### src/rtl/mux6_bus_arbiter.sv
// mux6_bus_arbiter: round-robin owner arbitration for the shared 6:1 result mux.
// Grants one requester at a time, drives the mux select and holds the grant until
// the owner releases it. Optional hold limit enabled by defining ARB_TIMEOUT_EN.
module mux6_bus_arbiter #(
    parameter int unsigned MAX_HOLD = 16
) (
    input  logic       clk,
    input  logic       reset_n,
    input  logic [5:0] req,
    input  logic [5:0] done,
    output logic [5:0] grant,
    output logic [2:0] sel,
    output logic       busy,
    output logic       timeout
);

    // Reject out-of-range hold limits at elaboration.
    if (MAX_HOLD < 2 || MAX_HOLD > 255) begin : g_bad_max_hold
        $error("MAX_HOLD must be in 2..255");
    end

    typedef enum logic {StIdle, StOwn} state_e;

    state_e     state_q, state_d;
    logic [5:0] grant_q, grant_d;
    logic [2:0] sel_q,   sel_d;
    logic       busy_q,  busy_d;
    logic [2:0] ptr_q,   ptr_d;
    logic       found;
    logic [2:0] win;
    logic [3:0] idx;
    logic       release_own;

`ifdef ARB_TIMEOUT_EN
    localparam logic [7:0] HoldLast = 8'(MAX_HOLD - 1);
    logic [7:0] hold_q, hold_d;
    logic       timeout_q, timeout_d;
`endif

    // First requester at or after ptr, wrapping 5 -> 0.
    always_comb begin
        found = 1'b0;
        win   = 3'd0;
        idx   = 4'd0;
        for (int i = 0; i < 6; i++) begin
            idx = {1'b0, ptr_q} + 4'(i);
            if (idx >= 4'd6) begin
                idx = idx - 4'd6;
            end
            if (!found && req[idx[2:0]]) begin
                found = 1'b1;
                win   = idx[2:0];
            end
        end
    end

    // Owner drops the bus on its own done strobe or by withdrawing its request.
    assign release_own = done[sel_q] || !req[sel_q];

    // Next-state logic for ownership, select, pointer and hold counter.
    always_comb begin
        state_d = state_q;
        grant_d = grant_q;
        sel_d   = sel_q;
        busy_d  = busy_q;
        ptr_d   = ptr_q;
`ifdef ARB_TIMEOUT_EN
        hold_d    = hold_q;
        timeout_d = 1'b0;
`endif
        case (state_q)
            StIdle: begin
                if (found) begin
                    state_d = StOwn;
                    grant_d = 6'b000001 << win;
                    sel_d   = win;
                    busy_d  = 1'b1;
                    ptr_d   = (win == 3'd5) ? 3'd0 : win + 3'd1;
`ifdef ARB_TIMEOUT_EN
                    hold_d  = 8'd0;
`endif
                end
            end
            StOwn: begin
                // sel deliberately keeps the owner index after release.
                if (release_own) begin
                    state_d = StIdle;
                    grant_d = 6'b0;
                    busy_d  = 1'b0;
                end
`ifdef ARB_TIMEOUT_EN
                else if (hold_q >= HoldLast) begin
                    // Held for MAX_HOLD cycles: revoke; a real release wins over this.
                    state_d   = StIdle;
                    grant_d   = 6'b0;
                    busy_d    = 1'b0;
                    timeout_d = 1'b1;
                end else begin
                    hold_d = hold_q + 8'd1;
                end
`endif
            end
            default: state_d = StIdle;
        endcase
    end

    // State and output registers, asynchronously cleared.
    always_ff @(posedge clk or negedge reset_n) begin
        if (!reset_n) begin
            state_q <= StIdle;
            grant_q <= 6'b0;
            sel_q   <= 3'd0;
            busy_q  <= 1'b0;
            ptr_q   <= 3'd0;
`ifdef ARB_TIMEOUT_EN
            hold_q    <= 8'd0;
            timeout_q <= 1'b0;
`endif
        end else begin
            state_q <= state_d;
            grant_q <= grant_d;
            sel_q   <= sel_d;
            busy_q  <= busy_d;
            ptr_q   <= ptr_d;
`ifdef ARB_TIMEOUT_EN
            hold_q    <= hold_d;
            timeout_q <= timeout_d;
`endif
        end
    end

    assign grant = grant_q;
    assign sel   = sel_q;
    assign busy  = busy_q;
`ifdef ARB_TIMEOUT_EN
    assign timeout = timeout_q;
`else
    assign timeout = 1'b0;
`endif

endmodule

### config.mk
export PLATFORM = sky130hd
export DESIGN_NAME = mux6_bus_arbiter
export DESIGN_NICKNAME = d
export VERILOG_FILES = /design/src/rtl/mux6_bus_arbiter.sv
export SDC_FILE = /design/constraint.sdc
export NUM_CORES = 1
export LEC_CHECK = 0
export CELL_PAD_IN_SITES_DETAIL_PLACEMENT = 2
export CELL_PAD_IN_SITES_GLOBAL_PLACEMENT = 2
export CORE_MARGIN = 2
export CORE_UTILIZATION = 35
export DETAILED_ROUTE_END_ITERATION = 8
export DONT_BUFFER_PORTS = 1
export PLACE_DENSITY_LB_ADDON = 0.2
export SYNTH_ARGS = -nofsm -noshare
export SYNTH_HDL_FRONTEND = slang
export SYNTH_SLANG_ARGS = --single-unit
### constraint.sdc
create_clock -name clk -period 3 [get_ports clk]
set_input_delay 0.45 -clock clk [delete_from_list [all_inputs] [get_ports clk]]
set_output_delay 0.45 -clock clk [all_outputs]
set_load 0.005 [all_outputs]
==> impl_metrics.yaml <==
sta:
  fmax_ghz: 0.3269
  period_share_pct: 102.0
  min_period_ns: 3.059
  rsz0062_at_grt: "true"
  worst_slew_pin_slew_ns: 0.6316
  tns_ns: -0.05888
  relSlewSlack_pct: 57.76
  maxSlewViolCount: 0
  final_hold_viol_count: 0
  setup_viol: 1
  setup_ws_ns: -0.05888
  finClkSkew_ns: 0.001494
floorplanning:
  die_area_sq_mm: 0.005341
  core_area_sq_mm: 0.004661
  rows: 25
  start_util_pct: 35.84
  io_pins: 25
  die_x_um: 73.08
  die_y_um: 73.08
global_routing:
  grt_start_max_net_pins: 15
  grt_antenna_before_repair: 0
  grt_pass1_wl_um: 10310
  grtUsageTotal_pct: 25.93
  grt_pass1_vias: 1911
  overflow: 0
yosys:
  netlist_area_sq_mm: 0.001670
  yosys_warnings: 0
  synth_edf_count: 0
  yosysSeqAreaShare_pct: 20.97
  ys_ff_latch: 14
  synth_cell_types: 61
  syn_inst: 195
  async_flop_share_pct: 100.0
  ys.flop_type: "dfrtp_1"
  syn_avg_cell_area_sq_um: 8.566
  synth_fp_nets: 218
cts:
  clock_latency_ns: 0.24
  cts.sinks: 14
  cts_tree: "done"
  clkTransAtPathRegs_ns: 0.06
  cts_buffers: 3
  clock_path_buffers: 2
  cts_root_buffer: "clkbuf_8"
  htreeDepth: 1
cells_and_area:
  ff_latch_area_sq_um: 352.8
  mostFrequentLayoutCell: "buf_4"
  area_growth_pct: 45.77
  nFillCells: 483
  num_antenna_cells: 0
  final_cell_mix: "buf_4 (40), nand2_1 (20), nor2_1 (15)"
  drive_above_1_share_pct: 44.30
  multi_input_area_sq_mm: 0.001454
  nets: 261
  design_area_sq_mm: 0.002435
routing:
  route.met3.wl_um: 220
  drt_first_iter_violations: 93
  dr.pass1.iters: 4
  drc: 0
  topRoutingLayerUsed: "met4"
  ant_nets: 0
  wl_met2_um: 4126
  wl_met1_um: 3091
  post_drt_wl_per_cell_um: 26.55
  routed_via_density: 6.062
  vias: 1764
  drt_wl_total_um: 7727
placement:
  port_buffers: 0
  dpl-instance-area_sq_mm: 0.001954
  place_congestion: 0.9116
  place.detailed.hpwl_um: 4810
min_path:
  min_delay_path_depth: 1
  min_from: "busy$_DFFE_PN0P_"
  hp-class: "reg -> reg"
  min_to: "busy$_DFFE_PN0P_"
job:
  max_cap_violations: 0
setup_path:
  reg2reg_from: "ptr_q[0]$_DFFE_PN0P_"
  timing.rr.end: "ptr_q[2]$_DFFE_PN0P_"
  reg2reg_depth: 13
  required_ns: 3.12
  reg2reg_slack_ns: -0.06
  start_kind: "register"
  crit_type: "reg -> reg"
  critPathMaxFanout: 8
  cp.arrival_ns: 3.18
  end_kind: "register"
outcome:
  status: "finished with violations"
  violations: "setup timing"
flip-flops by register name, summed over array words and instances (netlist names):
register	flops
state_q	1
sel	3
grant	6
ptr_q	3
busy	1
routing by layer:
metal	GRT usage (%)	up-vias
met3	1.381	16
met4	8.230	0
met5	0	-
met1	31.32	895
met2	48.55	42
li1	-	811
layout make-up:
cell class,count,area share [%]
repair buffers,50,19.27
clock buffers,4,2.261
well taps,54,2.775
inverters,9,1.490
flip-flops and latches,14,14.49
multi-input cells,160,59.71
cell families (layout without fill, tap and decap cells):
group	Yosys count	count (layout)	share of synthesized area, %
AOI/OAI and AO/OA	59	59	30.56
xor gates and xnor gates	6	6	3.147
adders and majority gates	9	9	6.742
buffers and inverters	21	63	6.740
DFF	14	14	20.97
muxes	15	15	10.64
other	1	1	0.2245
and+or+nand+nor	70	70	20.97
critical path, stage by stage, from the launching register on:
cell	delay [ns]
dfrtp_2	0.48
inv_2	0.08
ha_4	0.36
buf_12	0.14
mux2i_4	0.22
buf_4	0.13
o32ai_1	0.08
o41ai_1	0.49
a32o_1	0.35
o21ai_4	0.10
ha_1	0.28
nor2_1	0.04
o21ai_1	0.09
o21ai_1	0.09
stage by stage:
stage	setup slack, ns	hold slack [ns]	utilization [%]	instances
floorplan	0.08111	0.1544	-	195
global placement	-0.007924	0.1549	41.93	266
detailed placement	-0.1705	0.1547	41.93	266
CTS	0.0003004	0.5344	46.09	276
global route	-0.2082	0.5645	52.24	291
finish	-0.05888	0.5297	52.24	291
worst max-delay path by stage:
stage	start	end	slack (ns)
after floorplan	ptr_q[0]$_DFFE_PN0P_	ptr_q[2]$_DFFE_PN0P_	0.08
after global placement	ptr_q[0]$_DFFE_PN0P_	ptr_q[2]$_DFFE_PN0P_	-0.008
after detailed placement	ptr_q[1]$_DFFE_PN0P_	ptr_q[2]$_DFFE_PN0P_	-0.17
after CTS	ptr_q[1]$_DFFE_PN0P_	ptr_q[2]$_DFFE_PN0P_	0.0003
after global routing	ptr_q[0]$_DFFE_PN0P_	ptr_q[2]$_DFFE_PN0P_	-0.21
final	ptr_q[0]$_DFFE_PN0P_	ptr_q[2]$_DFFE_PN0P_	-0.06
synthesized netlist by cell type (all sizes together), types with 4 or more instances:
cell type   n  share of area [%]
nand2      21                4.7
nor2       19                4.4
o21ai      17                6.0
dfrtp      14                 21
mux2i      11                7.0
ha          9                6.7
inv         9                2.0
nand3       9                3.0
buf         8                3.8
a21oi       7                2.3
nor3        6                1.8
and3        4                1.5
clkbuf      4               0.90
o31ai       4                2.7
repair_timing:
action / 4_1_cts / 5_1_grt
pin swaps: 4 / 18
setup endpoints to repair: 6 / 12
resized for setup: 16 / 34
hold endpoints to repair: 14 / 0
buffers inserted: 5 / 15
hold buffers: 1 / 0
cloned: 0 / 1
Power is left out: the tool's default activity adds up to more than one toggle a clock period on the data nets, which glitch-free logic cannot reach.
